<file path="config.mk">
export PLATFORM = sky130hd
export DESIGN_NAME = fifo_drain_arbiter
export DESIGN_NICKNAME = d
export VERILOG_FILES = /design/src/rtl/fifo_arb_pkg.sv /design/src/rtl/fifo_drain_arbiter_rr_select.sv /design/src/rtl/fifo_drain_arbiter.sv
export SDC_FILE = /design/constraint.sdc
export NUM_CORES = 1
export LEC_CHECK = 0
export ABC_AREA = 1
export CAP_MARGIN = 25
export CORE_ASPECT_RATIO = 1.75
export CORE_MARGIN = 5
export CORE_UTILIZATION = 46
export DETAILED_ROUTE_END_ITERATION = 7
export GPL_ROUTABILITY_DRIVEN = 0
export PLACE_DENSITY = 0.95
export SYNTH_ARGS = -nofsm -noshare
export SYNTH_HDL_FRONTEND = slang
export SYNTH_HIERARCHICAL = 1
export SYNTH_SLANG_ARGS = --single-unit
</file>
<file path="constraint.sdc">
create_clock -name clk -period 3.3 [get_ports clk]
set_input_delay 0.33 -clock clk [delete_from_list [all_inputs] [get_ports clk]]
set_output_delay 0.33 -clock clk [all_outputs]
set_load 0.02 [all_outputs]
</file>
<file path="src/rtl/fifo_arb_pkg.sv">
// Shared definitions for the FIFO drain arbiter: FSM encoding and burst length width.
package fifo_arb_pkg;

   localparam logic ARB_IDLE     = 1'b0;
   localparam logic ARB_BURST    = 1'b1;
   localparam int   ARB_LEN_BITS = 8;

   typedef enum logic {
      ST_IDLE  = ARB_IDLE,
      ST_BURST = ARB_BURST
   } arb_state_e;

endpackage

</file>
<file path="src/rtl/fifo_drain_arbiter_rr_select.sv">
// Rotating priority encoder: picks the first set request after i_last,
// wrapping modulo NUM_CHN, so the most recently served channel goes last.
module rr_select #(
   parameter int NUM_CHN  = 4,
   parameter int CHN_BITS = 2
) (
   input  logic [NUM_CHN-1:0]  i_req,
   input  logic [CHN_BITS-1:0] i_last,
   output logic                o_any,
   output logic [CHN_BITS-1:0] o_sel
);

   logic [CHN_BITS-1:0] w_idx;

   // Scan offsets from farthest to nearest so the nearest requester wins.
   always_comb begin
      o_any = |i_req;
      o_sel = '0;
      w_idx = '0;
      for (int k = NUM_CHN; k >= 1; k--) begin
         w_idx = CHN_BITS'((int'(i_last) + k) % NUM_CHN);
         if (i_req[w_idx]) begin
            o_sel = w_idx;
         end else begin
            o_sel = o_sel;
         end
      end
   end

endmodule

</file>
<file path="src/rtl/fifo_drain_arbiter.sv">
// Round-robin drain of NUM_CHN channel FIFOs into one registered output
// stream with valid/ready backpressure, in bursts of at most MAX_BURST words.
// Optional macro FIFO_ARB_PRIORITY_EN: half-full channels win arbitration.
module fifo_drain_arbiter
   import fifo_arb_pkg::*;
#(
   parameter int NUM_CHN    = 4,
   parameter int CHN_BITS   = 2,
   parameter int DATA_WIDTH = 16,
   parameter int MAX_BURST  = 8
) (
   input  logic                          clk,
   input  logic                          rst,
   input  logic [NUM_CHN-1:0]            chn_nempty,
   input  logic [NUM_CHN-1:0]            chn_half_full,
   input  logic [NUM_CHN*DATA_WIDTH-1:0] chn_data,
   output logic [NUM_CHN-1:0]            chn_re,
   output logic                          dst_valid,
   input  logic                          dst_ready,
   output logic [DATA_WIDTH-1:0]         dst_data,
   output logic [CHN_BITS-1:0]           dst_chn,
   output logic                          dst_last,
   output logic                          burst_done,
   output logic [ARB_LEN_BITS-1:0]       burst_len,
   output logic                          busy
);

   localparam logic [ARB_LEN_BITS-1:0] LAST_CNT = ARB_LEN_BITS'(MAX_BURST - 1);

   arb_state_e              r_state, w_state_nxt;
   logic [CHN_BITS-1:0]     r_last_chn, r_cur, w_sel;
   logic [ARB_LEN_BITS-1:0] r_cnt;
   logic [NUM_CHN-1:0]      w_req;
   logic                    w_any, w_pop, w_end, w_cur_nempty;
   logic [DATA_WIDTH-1:0]   w_chn_word [NUM_CHN];

   for (genvar gi = 0; gi < NUM_CHN; gi++) begin : g_split
      assign w_chn_word[gi] = chn_data[gi*DATA_WIDTH +: DATA_WIDTH];
   end

`ifdef FIFO_ARB_PRIORITY_EN
   logic [NUM_CHN-1:0] w_urgent;
   assign w_urgent = chn_nempty & chn_half_full;
   assign w_req    = (|w_urgent) ? w_urgent : chn_nempty;
`else
   logic w_unused_hf;
   assign w_unused_hf = ^chn_half_full;
   assign w_req       = chn_nempty;
`endif

   rr_select #(
      .NUM_CHN  (NUM_CHN),
      .CHN_BITS (CHN_BITS)
   ) u_rr_select (
      .i_req  (w_req),
      .i_last (r_last_chn),
      .o_any  (w_any),
      .o_sel  (w_sel)
   );

   assign w_cur_nempty = chn_nempty[r_cur];
   assign busy         = (r_state != ST_IDLE) || dst_valid;

   // Next state, pop decision and grant termination.
   always_comb begin
      w_state_nxt = r_state;
      w_pop       = 1'b0;
      w_end       = 1'b0;
      chn_re      = '0;
      case (r_state)
         ST_IDLE: begin
            if (w_any) begin
               w_state_nxt = ST_BURST;
            end else begin
               w_state_nxt = ST_IDLE;
            end
         end
         ST_BURST: begin
            w_pop         = w_cur_nempty && (!dst_valid || dst_ready);
            chn_re[r_cur] = w_pop;
            if (!w_cur_nempty) begin
               w_end       = 1'b1;
               w_state_nxt = ST_IDLE;
            end else if (w_pop && (r_cnt == LAST_CNT)) begin
               w_end       = 1'b1;
               w_state_nxt = ST_IDLE;
            end else begin
               w_state_nxt = ST_BURST;
            end
         end
         default: begin
            w_state_nxt = ST_IDLE;
         end
      endcase
   end

   // Arbitration state: FSM, granted channel, word count and grant-end report.
   always_ff @(posedge clk or posedge rst) begin
      if (rst) begin
         r_state    <= ST_IDLE;
         r_last_chn <= CHN_BITS'(NUM_CHN - 1);
         r_cur      <= '0;
         r_cnt      <= '0;
         burst_done <= 1'b0;
         burst_len  <= '0;
      end else begin
         r_state    <= w_state_nxt;
         burst_done <= w_end;
         if ((r_state == ST_IDLE) && w_any) begin
            r_cur <= w_sel;
            r_cnt <= '0;
         end else if (w_pop) begin
            r_cnt <= r_cnt + ARB_LEN_BITS'(1);
         end else begin
            r_cnt <= r_cnt;
         end
         if (w_end) begin
            r_last_chn <= r_cur;
            burst_len  <= w_pop ? (r_cnt + ARB_LEN_BITS'(1)) : r_cnt;
         end else begin
            burst_len  <= '0;
         end
      end
   end

   // One-deep output register: load on pop, drain on ready, hold otherwise.
   always_ff @(posedge clk or posedge rst) begin
      if (rst) begin
         dst_valid <= 1'b0;
         dst_data  <= '0;
         dst_chn   <= '0;
         dst_last  <= 1'b0;
      end else if (w_pop) begin
         dst_valid <= 1'b1;
         dst_data  <= w_chn_word[r_cur];
         dst_chn   <= r_cur;
         dst_last  <= (r_cnt == LAST_CNT);
      end else if (dst_ready) begin
         dst_valid <= 1'b0;
      end else begin
         dst_valid <= dst_valid;
      end
   end

endmodule

</file>
==> impl_metrics.tcl, run 1 <==
set metrics [dict create \
    finClkSkew_ns 0.00621 \
    ys_ff_latch 42 \
    crit_buf_inv 1 \
    final_cells 531 \
    synth_top_area_share_pct 40.0 \
    maxCapViolations 0 \
    hold_violations 0 \
    drive_gt1_share_pct 8.75 \
    critical-path-top-delay-family "simple AND/OR/NAND/NOR gates" \
    ys_types 28 \
    crit_required_ns 2.97 \
    cpMostUsedCell "nand2_1" \
    nets 532 \
    coreArea_sq_um 5300 \
    grt_pass1_vias 2683 \
    pwr-share-clk_pct 13.5 \
    antenna_found_initial 0 \
    design.die.area_sq_um 7070 \
    period_needed_ns 2.92 \
    synth_compound_area_share_pct 11.4 \
    final_core_util_pct 69.4 \
    crit_end "chn_re[1]" \
    grt_pass1_wl_microns 11600 \
    clock_latency_ns 0.30 \
    drt_iter0_markers 246 \
    p_comb_share_pct 58.0 \
    crit_arrival_ns 2.59 \
    hpwl_microns 5990 \
    root_buffer "clkbuf_8" \
    syn_avg_cell_area_sq_um 7.01 \
    status "completed" \
    grt_start_max_net_pins 45 \
    rsz0062_at_grt "no" \
    track_usage_pct 21.1 \
    synth_adder_area_share_pct 0.500 \
    ys_seq_area_share_pct 42.1 \
    syn_nets 433 \
    p_leak_nw 1.72 \
    fin_tns_setup_ns 0 \
    cts_buffers 5 \
    reg2regPathDepth 10 \
    fmax_mhz 343 \
    finalMaxSlewViolations 0 \
    regToRegSetupSlack_ns 1.31 \
    num_antenna_cells 0 \
    area_delta_synth_final_pct 47.0 \
    worst_hold_path_type "input port to asynchronous set/reset pin" \
    hold_buffers 0 \
    slew_headroom_pct 55.5 \
    die_h_microns 108 \
    ys_warn_count 6 \
    crit_type "flop to primary output" \
    path_max_fanout 17 \
    max_stage_delay_ns 0.63 \
    routed_via_density 5.18 \
    die_x_microns 65.8 \
    swShare_pct 47.2 \
    yosys.area.top_type "dfrtp_1" \
    period_share_pct 88.4 \
    p_switching_mw 1.43 \
    portBuffers 104 \
    startpoint "r_cur[0]$_DFFE_PP0P_" \
    vias 2749 \
    clk_pin_slew_ns 0.08 \
    clockBufferDepth 2 \
    p_seq_share_pct 28.6 \
    dr.pass1.iters 5 \
    htreeDepth 2 \
    cts_tree "built" \
    slowest_stage "clkdlybuf4s50_1" \
    start_util_pct 47.2 \
    internal_power_mw 1.60 \
    grt-ovfl-total 0 \
    crit_chain "nor2_4 -> nand2_1 -> nand2_1 -> nor2_1 -> nor2_2 -> nand2_1 -> nor2_1 -> clkdlybuf4s50_1" \
    synthXorXnorAreaFrac_pct 0.350 \
    cts-resized-gates 0 \
    drt-total-wl_microns 7500 \
    p_total_mw 3.02 \
    r2r_start "r_cur[0]$_DFFE_PP0P_" \
    setup_viol 0 \
    rows 35 \
    io_pins 109 \
    synth.area.mux_share_pct 0 \
    synth_top_family_by_area "simple AND/OR/NAND/NOR gates" \
    startpoint_type "flop" \
    cellPowerDensity_nw_per_um2 822 \
    place_inst 523 \
    yosys.area_share.simple_pct 37.7 \
    ys_top_cells_by_area "dfrtp_1 (40%), nand2_1 (21%), nand3_1 (7.2%)" \
    tightest_slew_ns 0.667 \
    clock-sinks 42 \
    netlist_instances 357 \
    r2r-end "burst_len[0]$_DFF_PP0_" \
    fillers 437 \
    wl_per_cell_microns 14.1 \
    cp-end-kind "primary output" \
    post-cts-setup-buffers 0 \
    peakVddDrop_v 0.000458 \
    crit_cells 8 \
    ant_nets 0 \
    syn-cell-area_sq_um 2500 \
    drc_errors 0 \
]
## logic make-up (layout without fill, tap and decap cells)
family          Yosys count  in the layout
simple gates            217            217
flops                    42             42
buf+inv                  43            143
fa+ha+maj                 1              1
compound gates           53             53
xor+xnor                  1              1
## power groups by stage
stage	Sequential, mW	Combinational, mW	Clock [mW]
after floorplan	0.947	1.07	0
after detailed placement	0.870	1.74	0
final	0.863	1.75	0.407
after global routing	0.888	1.91	0.434
after global placement	0.862	1.67	0
after CTS	0.862	1.75	0.409
## routing by layer
layer	global-route usage (%)	routed length, microns	vias to the layer above
li1	-	-	1332
met4	11.9	306	0
met3	4.18	471	27
met1	20.5	2500	1246
met5	0	0	-
met2	39.6	4220	144
## metrics by stage
step | setup slack, ns | cell area (sq um) | hold slack [ns]
after floorplan | 1.58 | 2500 | 0.449
after global placement | 0.792 | 3560 | 0.467
after detailed placement | 0.726 | 3560 | 0.476
after CTS | 0.378 | 3680 | 0.472
after global routing | 0.242 | 3680 | 0.507
final | 0.384 | 3680 | 0.451
## area by class of cell
class / instances / area (sq um) / area share, %
tap: 74 / 92.6 / 2.52
sequential: 42 / 1050 / 28.6
multi-input combinational: 272 / 1250 / 34.0
clock buffer: 5 / 68.8 / 1.87
clock inverter: 3 / 43.8 / 1.19
timing repair buffer: 106 / 1060 / 28.7
inverter: 29 / 114 / 3.10
## layout by cell type (no fill, tap or decap), types with 4 or more instances in the layout
cell type	instances
nand2_2	8
dfrtp_1	40
nand2_4	4
a21oi_1	26
inv_1	23
nand2_1	142
clkdlybuf4s50_1	104
inv_2	4
o21ai_1	17
o21ai_0	4
clkbuf_8	5
nand3_1	36
nor2_1	18
## worst min-delay path by stage
stage,depth (start not counted),to,slack [ns],from
after floorplan,2,r_last_chn[0]$_DFFE_PP1P_,0.45,r_last_chn[0]$_DFFE_PP1P_
after global placement,2,dst_chn[0]$_DFFE_PP0P_,0.47,dst_chn[0]$_DFFE_PP0P_
after detailed placement,2,dst_chn[1]$_DFFE_PP0P_,0.48,dst_chn[1]$_DFFE_PP0P_
after CTS,3,dst_data[13]$_DFFE_PP0P_,0.47,rst
after global routing,2,dst_chn[1]$_DFFE_PP0P_,0.51,dst_chn[1]$_DFFE_PP0P_
final,3,dst_data[13]$_DFFE_PP0P_,0.45,rst
## state kept, by name (all words and copies together), names as in the netlist
| name | cells |
|---|---|
| r_cur | 2 |
| burst_len | 8 |
| dst_valid | 1 |
| dst_last | 1 |
| dst_chn | 2 |
| r_state | 1 |
| r_last_chn | 2 |
| r_cnt | 8 |
| dst_data | 16 |
| burst_done | 1 |
## synthesized netlist by cell type
| cell type | count |
|---|---|
| inv_1 | 23 |
| dfstp_2 | 2 |
| nand4_1 | 2 |
| a21oi_1 | 26 |
| xor2_1 | 1 |
| nor2_4 | 1 |
| buf_6 | 2 |
| or2_2 | 1 |
| o21ai_0 | 4 |
| o21bai_1 | 2 |
| dfrtp_1 | 40 |
| nor3_2 | 1 |
| inv_2 | 4 |
| nand2_1 | 142 |
| inv_4 | 2 |
| nor2_2 | 3 |
| nand3_1 | 36 |
| ha_1 | 1 |
| a21oi_2 | 1 |
| buf_2 | 9 |
| nand2_2 | 8 |
| buf_4 | 2 |
| nor2_1 | 18 |
| clkbuf_1 | 1 |
| o21ai_2 | 3 |
| nand2_4 | 4 |
| o21ai_1 | 17 |
| nand3b_1 | 1 |
## worst min-delay path: stages
cell and delay (ns):
clkdlybuf4s50_1 0.39, inv_1 0.05, buf_4 0.43
Power figures use the tool's default switching activity.
==> run 2: changes to the inputs <==
- ABC_AREA: 1 -> 0
- CORE_UTILIZATION: 46 -> 44
- GPL_ROUTABILITY_DRIVEN: 0 -> not set
- SKIP_LAST_GASP: not set -> 1
==> run 2 against run 1 <==
- routed wire length down 16%
- sequential cell count did not move
- critical path depth decreased by 2
- count of clock-buffer cells in the layout grew 2
- hold slack improved by 0.028 ns
- total power fell by 11%
- register-to-register slack got worse by 0.24 ns
- maximum frequency up 6.4%
- sequential power down 2%
- critical path type is now input port to primary output
==> impl_metrics.tcl, run 2 <==
set metrics [dict create \
    portBuffers 104 \
    ys_top_cells_by_area "dfrtp_1 (45%), mux4_2 (16%), mux2_1 (10%)" \
    root_buffer "clkbuf_8" \
    fmax_mhz 365 \
    fin_tns_setup_ns 0 \
    fillers 350 \
    ys_types 40 \
    crit_required_ns 2.97 \
    peakVddDrop_v 0.000698 \
    finClkSkew_ns 0.00792 \
    cts_buffers 5 \
    syn_nets 244 \
    drt-total-wl_microns 6300 \
    grt-ovfl-total 0 \
    maxCapViolations 0 \
    nets 350 \
    post-cts-setup-buffers 0 \
    period_needed_ns 2.74 \
    synth_edf_count 0 \
    crit_type "input port to primary output" \
    clock_latency_ns 0.29 \
    ant_nets 0 \
    top_register "dst_data" \
    p_leak_nw 1.41 \
    num_antenna_cells 0 \
    setup_viol 0 \
    track_usage_pct 19.5 \
    hpwl_microns 5050 \
    io_pins 109 \
    synthMostInstantiatedCell "dfrtp_1" \
    drive_gt1_share_pct 13.8 \
    slowest_stage "clkdlybuf4s50_1" \
    grt_start_max_net_pins 25 \
    status "completed" \
    hold_buffers 0 \
    syn-cell-area_sq_um 2220 \
    crit_cells 6 \
    synth_flop_cell "dfrtp_1" \
    reg2regPathDepth 4 \
    whs_path_depth 1 \
    grt_pass1_wl_microns 10100 \
    ys_seq_area_share_pct 47.4 \
    cpMostUsedCell "clkdlybuf4s50_1" \
    yosys-top-cells-count "dfrtp_1 (40), mux2_1 (20), mux4_2 (16)" \
    mostFrequentLayoutCell "clkdlybuf4s50_1" \
    hold_violations 0 \
    finalMaxSlewViolations 0 \
    design.die.area_sq_um 6630 \
    clock-sinks 42 \
    largest_reg_flops 16 \
    crit_chain "clkdlybuf4s50_1 -> nand2b_1 -> nand2_1 -> nor3b_1 -> nor2b_1 -> clkdlybuf4s50_1" \
    wl_per_cell_microns 19.2 \
    die_x_microns 63.7 \
    area_delta_synth_final_pct 53.9 \
    p_total_mw 2.69 \
    crit_buf_inv 2 \
    final_cells 329 \
    netlist_instances 168 \
    cts-resized-gates 0 \
    critical-path-top-delay-family "buffers and inverters" \
    drc_errors 0 \
    largest_registers "dst_data: 16 flops, burst_len: 8 flops, r_cnt: 8 flops" \
    period_share_pct 83.1 \
    mostFrequentLayoutCells "clkdlybuf4s50_1 (104), dfrtp_1 (40), mux2_1 (20), mux4_2 (16), nor2_1 (12)" \
    rows 34 \
    cellPowerDensity_nw_per_um2 787 \
    drt_iter0_markers 88 \
    grt_pass1_vias 1992 \
    antenna_found_initial 0 \
    synth_top_area_share_pct 45.0 \
    cp-end-kind "primary output" \
    place_inst 321 \
    yosys.area.top_type "dfrtp_1" \
    async_flop_share_pct 100 \
    dr.pass1.iters 4 \
    slew_headroom_pct 49.0 \
    cts_tree "built" \
    ys_ff_latch 42 \
    ys_warn_count 6 \
    die_h_microns 104 \
    whs_ns 0.479 \
    path_max_fanout 6 \
    rsz0062_at_grt "no" \
    vias 1824 \
    coreArea_sq_um 4930 \
    clockBufferDepth 2 \
    max_stage_delay_ns 0.63 \
    clk_pin_slew_ns 0.07 \
    place_area_sq_um 3310 \
    syn_avg_cell_area_sq_um 13.2 \
    tightest_slew_ns 0.765 \
    crit_arrival_ns 2.41 \
    htreeDepth 2 \
    start_util_pct 45.1 \
    stdcell_area_sq_um 3420 \
    startpoint_type "input port" \
    routed_via_density 5.54 \
    worst_hold_path_type "flop to flop" \
    globalplace.congestion 0.827 \
]
==> run 2: changes by cell type after synthesis, moves of 4 or more <==
cell,delta
o21ai_1,-17
a21oi_1,-18
mux2_1,+20
o21ai_0,-4
nand2_2,-8
inv_1,-19
buf_2,-4
mux4_2,+16
nand2_1,-134
nand3_1,-34
nand2_4,-4
nand2b_1,+4
nor2_1,-6
==> run 2: final cells by class <==
cell class,count,area (sq um),share of cell area (%)
tap,54,67.6,1.98
timing repair buffer,110,1090,31.7
clock buffer,7,76.3,2.23
inverter,5,18.8,0.549
clock inverter,1,30.0,0.878
sequential,42,1050,30.8
multi-input combinational,110,1090,31.8
==> run 2: power breakdown <==
part,switching (mW),internal [mW],leakage [nW]
logic,0.692,0.762,0.830
clock network,0.167,0.226,0.0524
registers,0.138,0.707,0.529
==> run 2: cell families after synthesis <==
logic type	Yosys count	share of synthesized area, %
AND/OR/NAND/NOR	46	11.3
flip-flops	42	47.4
multiplexers	41	29.5
AO/OA/AOI/OAI	18	5.97
buffers and inverters	16	3.66
XOR/XNOR	4	1.58
adder cells (fa/ha/maj)	1	0.563
==> run 2: worst paths after layout <==
check                           slack (ns)                         to                    from
worst min register to register        0.48     dst_chn[0]$_DFFE_PP0P_  dst_chn[0]$_DFFE_PP0P_
min in group asynchronous             0.49    dst_data[2]$_DFFE_PP0P_                     rst
worst max-delay path                  0.56                  chn_re[1]               dst_ready
worst max register to register        1.07  r_last_chn[1]$_DFFE_PP1P_      r_cnt[5]$_DFF_PP0_
max in group asynchronous             2.06  r_last_chn[1]$_DFFE_PP1P_                     rst
worst min-delay path                  0.48     dst_chn[0]$_DFFE_PP0P_  dst_chn[0]$_DFFE_PP0P_
==> run 2: through the flow <==
stage               setup slack, ns  util [%]
floorplan                      1.42         -
global placement              0.585      67.2
detailed placement            0.535      67.2
CTS                           0.534      69.3
global route                  0.459      69.3
finish                        0.559      69.3
==> run 2: routing by layer <==
metal  track usage, %  part of all wire (%)
met1             21.7                    36
met4             8.17                   2.8
met2             35.8                    57
met5                0                     0
met3             2.70                   3.9
==> run 3: changes to the inputs <==
- CORE_UTILIZATION: 44 -> 41
- PLACE_DENSITY: 0.95 -> 0.91
- clock period: 3.3 -> 2.7 ns (I/O delays scaled with it)
==> run 3 against run 2 <==
- total power is 23% higher
- sequential share of layout area is 0.18 points lower
- die area is 6.4% higher
- clock skew is 0.0029 ns higher
- non-clock buffer count is 2 higher
- clock power is 25% higher
- combinational power is 23% higher
- sequential power is 23% higher
- register-to-register slack worse by 0.39 ns
- routed wire length hardly changed
- final area is 0.59% higher
- first-iteration DRC count is 17% lower
- critical endpoint unchanged
==> impl_metrics.tcl, run 3 (synthesized netlist as in run 2, its figures left out) <==
set metrics [dict create \
    status "completed" \
    multi_input_area_sq_um 1090 \
    io_pins 109 \
    die_x_microns 65.7 \
    fmax_mhz 422 \
    hold_buffers 0 \
    globalplace.congestion 0.835 \
    antenna_found_initial 0 \
    pwr-share-clk_pct 14.8 \
    post-cts-setup-buffers 0 \
    area_delta_synth_final_pct 54.8 \
    fin_tns_setup_ns 0 \
    clock-sinks 42 \
    mostFrequentLayoutCell "clkdlybuf4s50_1" \
    grt-ovfl-total 0 \
    grt_start_max_net_pins 43 \
    slew_headroom_pct 65.3 \
    finalMaxSlewViolations 0 \
    drc_errors 0 \
    p_switching_mw 1.22 \
    startpoint_type "input port" \
    vias 1811 \
    coreArea_sq_um 5260 \
    hpwl_microns 4990 \
    clockBufferDepth 2 \
    portBuffers 104 \
    top_register "dst_data" \
    period_needed_ns 2.37 \
    internal_power_mw 2.09 \
    path_max_fanout 3 \
    regToRegSetupSlack_ns 0.68 \
    cts_tree "built" \
    routed_via_density 5.45 \
    period_share_pct 87.9 \
    drt_iter0_markers 73 \
    crit_arrival_ns 2.10 \
    stdcell_area_sq_um 3440 \
    largest_reg_flops 16 \
    cellPowerDensity_nw_per_um2 963 \
    nets 352 \
    final_cells 332 \
    cts-resized-gates 0 \
    ff_latch_area_sq_um 1050 \
    p_leak_nw 1.42 \
    swShare_pct 36.8 \
    num_antenna_cells 0 \
    dr.pass1.iters 4 \
    drt-total-wl_microns 6300 \
    die_h_microns 107 \
    p_seq_share_pct 31.3 \
    root_buffer "clkbuf_8" \
    clock_latency_ns 0.30 \
    start_util_pct 42.3 \
    peakVddDrop_v 0.000619 \
    crit_type "input port to primary output" \
    wl_per_cell_microns 19.0 \
    tightest_slew_ns 0.520 \
    track_usage_pct 19.1 \
    cts_buffers 5 \
    mostFrequentLayoutCells "clkdlybuf4s50_1 (104), dfrtp_1 (40), mux2_1 (20), mux4_2 (16), nor2_1 (12)" \
    place_inst 324 \
    grt_pass1_vias 1992 \
    cp-end-kind "primary output" \
    worst_hold_path_type "input port to asynchronous set/reset pin" \
    design.die.area_sq_um 7050 \
    rsz0062_at_grt "no" \
    ant_nets 0 \
    clk_pin_slew_ns 0.08 \
    grt_pass1_wl_microns 10100 \
    maxCapViolations 0 \
    place_area_sq_um 3330 \
    setup_viol 0 \
    p_comb_share_pct 53.9 \
    htreeDepth 2 \
    fillers 399 \
    rows 35 \
    largest_registers "dst_data: 16 flops, burst_len: 8 flops, r_cnt: 8 flops" \
    drive_gt1_share_pct 14.8 \
    finClkSkew_ns 0.0108 \
    crit_required_ns 2.43 \
    hold_violations 0 \
]
[run 3: routing by layer]
layer / up-vias / track usage, % / part of all wire (%)
met5: - / 0 / 0
met4: 0 / 7.72 / 3.2
met3: 16 / 3.66 / 5.0
met2: 77 / 35.8 / 56
met1: 881 / 20.1 / 35
li1: 837 / - / -
[run 3: power by group through the flow]
stage                     registers (mW)  logic [mW]  clock network (mW)
after floorplan                     1.19       0.958                   0
after global placement              1.03        1.78                   0
after detailed placement            1.05        1.81                   0
after CTS                           1.04        1.82               0.503
after global routing                1.08        1.91               0.527
final                               1.04        1.79               0.491
[run 3: worst paths after layout]
path | from | end | cells past startpoint
setup reg to reg | r_cur[0]$_DFFE_PP0P_ | dst_data[3]$_DFFE_PP0P_ | 4
max in group asynchronous | rst | r_last_chn[0]$_DFFE_PP1P_ | 3
min in group clk | dst_chn[0]$_DFFE_PP0P_ | dst_chn[0]$_DFFE_PP0P_ | 1
hold / removal | rst | r_state$_DFF_PP0_ | 3
setup / recovery | dst_ready | chn_re[1] | 6
hold reg to reg | dst_chn[0]$_DFFE_PP0P_ | dst_chn[0]$_DFFE_PP0P_ | 1
[run 3: critical path: stages]
cell	delay (ns)
clkdlybuf4s50_1	0.48
nand2b_1	0.15
nand2_1	0.11
nor3b_1	0.29
nor2b_1	0.17
clkdlybuf4s50_1	0.64
[run 3: layout make-up]
| class | count | area share, % |
|---|---|---|
| timing repair buffer | 112 | 32.0 |
| multi-input combinational | 110 | 31.6 |
| sequential | 42 | 30.6 |
| clock buffer | 6 | 2.11 |
| tap | 55 | 2.00 |
| clock inverter | 2 | 1.09 |
| inverter | 5 | 0.545 |
[run 3: stage by stage]
| stage | utilization [%] | worst slack [ns] | power, mW | hold slack (ns) |
|---|---|---|---|---|
| after global placement | 63.4 | 0.332 | 2.81 | 0.459 |
| after global routing | 65.5 | 0.251 | 3.51 | 0.468 |
| after CTS | 65.5 | 0.311 | 3.36 | 0.418 |
| after detailed placement | 63.4 | 0.321 | 2.86 | 0.468 |
| final | 65.5 | 0.328 | 3.31 | 0.410 |
| after floorplan | - | 0.821 | 2.15 | 0.512 |
==> RTL change 1, RTL diff (settings of run 3) <==
`ARB_LEN_BITS`: 8 -> 16.
--- a/src/rtl/fifo_arb_pkg.sv
+++ b/src/rtl/fifo_arb_pkg.sv
@@ -3,7 +3,7 @@
 
    localparam logic ARB_IDLE     = 1'b0;
    localparam logic ARB_BURST    = 1'b1;
-   localparam int   ARB_LEN_BITS = 8;
+   localparam int   ARB_LEN_BITS = 16;
 
    typedef enum logic {
       ST_IDLE  = ARB_IDLE,
Ports: changed (resized burst_len); port bits go from 109 to 117. The function was not compared with the original's and may differ.
==> RTL change 1 against run 3 <==
  * Worst setup slack got worse by 0.18 ns
  * Die area up 26%
  * Sequential cell count up 16
  * Synthesized area increased by 30%
  * Maximum frequency shrank 7.0%
  * Clock power grew 110%
  * Critical path depth decreased by 1
  * Synthesized cell count rose by 42%
  * Wire length increased by 30%
  * Cell count is 34% higher
  * Sequential power rose by 22%
  * Total power is 30% higher
  * Cell area grew 28%
  * Utilization shrank 1.4 points
==> RTL change 1: results (changes against run 3) <==
- Worst hold slack: 0.1842 ns (-0.2260 ns)
- Sequential share of the synthesized area: 0.5032 (+0.02942)
- Reg2Reg Depth: 5 (+1)
- Non-filler cells, final: 444 (+34%)
- DR WL met3: 371 um (+17%)
- Drt pass-1 iters: 5 (+1)
- CP Launch Point: chn_nempty[0]
- LEAKAGE: 1.792 nW (+26%)
- Placed Instance Area: 0.004109 mm2 (+23%)
- Largest cells by area after synthesis: dfrtp_1 49%, mux4_2 13%, mux2_2 7.8%, a21oi_1 4.2%, nand2_1 2.3%
- Initial drt markers: 93 (+27%)
- Worst setup path end: chn_re[3]
- Vias in the first global route: 2621 (+32%)
- WP data arrival: 2.28 ns (+0.18 ns)
- Yosys cell types: 39 (-2.5%)
- Post-DP HPWL: 6.256 mm (+25%)
- DR vias: 2428 (+34%)
- Layout cells sized above 1: 0.1972 (+0.04921)
- # H-tree levels: 3 (+1)
- WL/cell: 18.40 um (-3.1%)
- Pin count of the biggest net entering global routing: 34 (-21%)
- Grt met1 use: 0.2255 (+0.02479)
- Peak Freq: 392.0 MHz (-7.0%)
- WL met2: 4.506 mm (+27%)
- Worst slack, placed: 0.1965 ns (-0.1245 ns)
- Slew @ Worst Pin: 0.4398 ns (-0.08019 ns)
- # port buffers: 112 (+7.7%)
- Clock Skews: 0.007103 ns (-0.003717 ns)
- Worst-Skew Late Latency: 0.32 ns (+0.02 ns)
- DP Cell Count: 428 (+32%)
- Outcome: completed
- Gp weighted congestion: 0.8357 (+0.14%)
- Worst vdd ir: 0.8182 mV (+32%)
[RTL change 1: logic make-up after synthesis]
family,after synthesis,synth area share
simple gates,75,0.1442
compound gates,41,0.08532
mux,39,0.2174
fa+ha+maj,1,0.004330
buf+inv,20,0.03334
flops,58,0.5032
xor+xnor,4,0.01213
[RTL change 1: cell type report]
type                            count  area, um2  area share
Multi-Input combinational cell    160       1339      0.3048
Tap cell                           84      105.1     0.02392
Timing Repair Buffer              122       1196      0.2723
Sequential cell                    58       1454      0.3310
Clock inverter                      2      10.01    0.002279
Clock buffer                       14      274.0     0.06238
Inverter                            4      15.01    0.003418
[RTL change 1: critical path, stage by stage]
cell	delay, ns
clkdlybuf4s50_1	0.49
mux4_2	0.51
and3_1	0.25
and3_1	0.19
clkdlybuf4s50_1	0.56
[RTL change 1: where the power goes]
part           total [mW]  internal (mW)  switching, mW
registers            1.27           1.11          0.166
logic                1.98           1.02          0.956
clock network        1.05          0.691          0.356
total                4.30           2.82           1.48
==> RTL change 2, RTL diff (flow settings as in run 3) <==
Made on the original files. Reset style: synchronous (`rst`), changed in 2 clocked blocks.
--- a/src/rtl/fifo_drain_arbiter.sv
+++ b/src/rtl/fifo_drain_arbiter.sv
@@ -95,7 +95,7 @@
    end
 
    // Arbitration state: FSM, granted channel, word count and grant-end report.
-   always_ff @(posedge clk or posedge rst) begin
+   always_ff @(posedge clk) begin
       if (rst) begin
          r_state    <= ST_IDLE;
          r_last_chn <= CHN_BITS'(NUM_CHN - 1);
@@ -124,7 +124,7 @@
    end
 
    // One-deep output register: load on pop, drain on ready, hold otherwise.
-   always_ff @(posedge clk or posedge rst) begin
+   always_ff @(posedge clk) begin
       if (rst) begin
          dst_valid <= 1'b0;
          dst_data  <= '0;
Behaviour: differs if rst is asserted again (counterexample within 4 cycles, from zero or initial values and one cycle with rst high); with rst held inactive, the same outputs for 4 cycles.
==> RTL change 2 against run 3 <==
  * First-iteration DRC count shrank 16%
  * Register-to-register slack lost 0.02 ns
  * Maximum frequency shrank 5.9%
  * Cell area shrank 5.4%
  * Via count grew 15%
  * Sequential cell count is the same
  * Cell count grew 12%
  * Wire length grew 0.59%
  * Worst setup slack lost 0.15 ns
  * Synthesized area shrank 7.3%
  * Critical endpoint is now chn_re[2]
Power is not compared: it rests on default switching activity, and its combinational part moved more than twofold at a synthesized area within 25%.
==> RTL change 2: results (changes against run 3) <==
- Sequential share of the synthesized area: 0.4080 (-0.06582)
- Synthesis warning total: 6 (unchanged)
- Hold Path Class: reg2reg
- Vias in the first global route: 2203 (+11%)
- Number of CTS-inserted buffers: 5 (unchanged)
- GRT Util Overall: 0.1923 (+0.001421)
- Gp weighted congestion: 0.8050 (-3.5%)
- Syn Nets: 289 (+18%)
- # H-tree levels: 2 (unchanged)
- FF+latch count, synth: 42 (unchanged)
- Post-DP HPWL: 5.044 mm (+1.2%)
- LEAKAGE: 1.158 nW
- Hold EP: dst_data[8]$_SDFFE_PP0P_
- Reg2Reg Depth: 5 (+1)
- WP data arrival: 2.25 ns (+0.15 ns)
- Crit path max fanout: 6 (+3)
- First-pass GRT wire length: 10.08 mm (-0.21%)
- Most common flop cell mapped by yosys: dfxtp_1
- # port buffers: 104 (unchanged)
- R2R setup slack: 0.66 ns (-0.02 ns)
- Ant. Diodes: 0 (unchanged)
- Reg-to-Reg Start: r_cur[0]$_SDFFE_PP0P_
- Clock transition at path regs: 0.08 ns (about the same)
- Largest cells by area after synthesis: dfxtp_1 41%, mux4_2 19%, nand2_1 7.3%, a21oi_1 6.6%, nor2_1 3.3%
- Clk buf depth: 2 (unchanged)
- Gr ovfl total: 0 (unchanged)
- Layout cells sized above 1: 0.1230 (-0.02499)
- Reg-to-Reg End: r_cnt[6]$_SDFF_PP0_
- Drt pass-1 iters: 4 (unchanged)
- Clock Skews: 0.005648 ns (-0.005172 ns)
- Outcome: completed
- Worst-Skew Late Latency: 0.30 ns (about the same)
- Initial drt markers: 61 (-16%)
- Initial antenna violation count: 0 (unchanged)
- Placed Instance Area: 0.003154 mm2 (-5.3%)
- Pin count of the biggest net entering global routing: 28 (-35%)
- Share of flip-flops with an asynchronous set or reset: 0 (-1.000)
- Hold Startpoint: dst_data[8]$_SDFFE_PP0P_
- Synth cell count leaders: 42 x dfxtp_1, 40 x nand2_1, 27 x a21oi_1
- Biggest regs: dst_data x16, burst_len x8, r_cnt x8
- WHS Path Cells: 2
- Routed WL: 6.337 mm (+0.59%)
- Slew HR: 0.6863 (+0.03291)
- Worst hold slack: 0.4586 ns (+0.04838 ns)
- Yosys cell types: 38 (-5.0%)
- Root buffer cell: clkbuf_8
- MaxCap Viol Count: 0 (unchanged)
- Nets: 392 (+11%)
- DR vias: 2089 (+15%)
- Worst vdd ir: 0.5225 mV
-- RTL change 2: how the worst max path moves through the flow --
stage          depth (start not counted)   endpoint  slack (ns)             startpoint
6_report                               5  chn_re[2]        0.18          chn_nempty[0]
2_1_floorplan                          3  chn_re[1]        0.74  r_cur[0]$_SDFFE_PP0P_
3_5_place_dp                           5  chn_re[2]        0.13          chn_nempty[0]
4_1_cts                                5  chn_re[2]        0.10          chn_nempty[0]
5_1_grt                                5  chn_re[2]        0.09          chn_nempty[0]
3_3_place_gp                           5  chn_re[2]        0.28          chn_nempty[0]
-- RTL change 2: logic make-up (layout without fill, tap and decap cells) --
family,count (synthesis),after routing,synth area share
muxes,22,22,0.2107
buffers and inverters,17,121,0.03643
and+or+nand+nor,88,88,0.2016
DFF,42,42,0.4080
AOI/OAI and AO/OA,39,39,0.1202
xor gates and xnor gates,4,4,0.01700
adders and majority gates,1,1,0.006071
-- RTL change 2: layer usage --
metal | wire length, um | global-route usage | up-vias
met5 | 0 | 0 | -
met4 | 299 | 0.1233 | 0
met3 | 582 | 0.07042 | 25
met2 | 3425 | 0.3445 | 96
met1 | 2030 | 0.1736 | 995
li1 | - | - | 973
-- RTL change 2: layout make-up --
| class | instances | area, um2 |
|---|---|---|
| Clock inverter | 2 | 12.51 |
| Clock buffer | 6 | 82.58 |
| Tap cell | 54 | 67.56 |
| Timing Repair Buffer | 111 | 1094 |
| Multi-Input combinational cell | 154 | 1150 |
| Fill cell | 365 | 1680 |
| Sequential cell | 42 | 840.8 |
| Inverter | 2 | 7.507 |
-- RTL change 2: metrics by stage --
stage,std cells,setup WS (ns)
2_1_floorplan,213,0.7446
3_3_place_gp,363,0.2789
3_5_place_dp,363,0.1264
4_1_cts,371,0.1041
5_1_grt,371,0.08910
6_report,371,0.1785
-- RTL change 2: what timing repair did --
| item | 4_1_cts | 5_1_grt |
|---|---|---|
| gates resized for setup | 0 | 1 |
| endpoints found under the setup margin | 0 | 1 |
| endpoints found under the hold margin | 0 | 0 |
| buffers inserted | 0 | 0 |
-- RTL change 2: critical path: stages --
cell	delay (ns)
clkdlybuf4s50_1	0.54
mux4_2	0.34
nand3_1	0.17
nor3b_2	0.28
clkdlybuf4s50_1	0.64
-- RTL change 2: power by group --
part / switching (mW) / total (mW) / internal (mW)
Clock: 0.221 / 0.427 / 0.206
Sequential: 0.0262 / 0.677 / 0.650
Combinational: 0.179 / 0.418 / 0.239
Total: 0.427 / 1.52 / 1.09
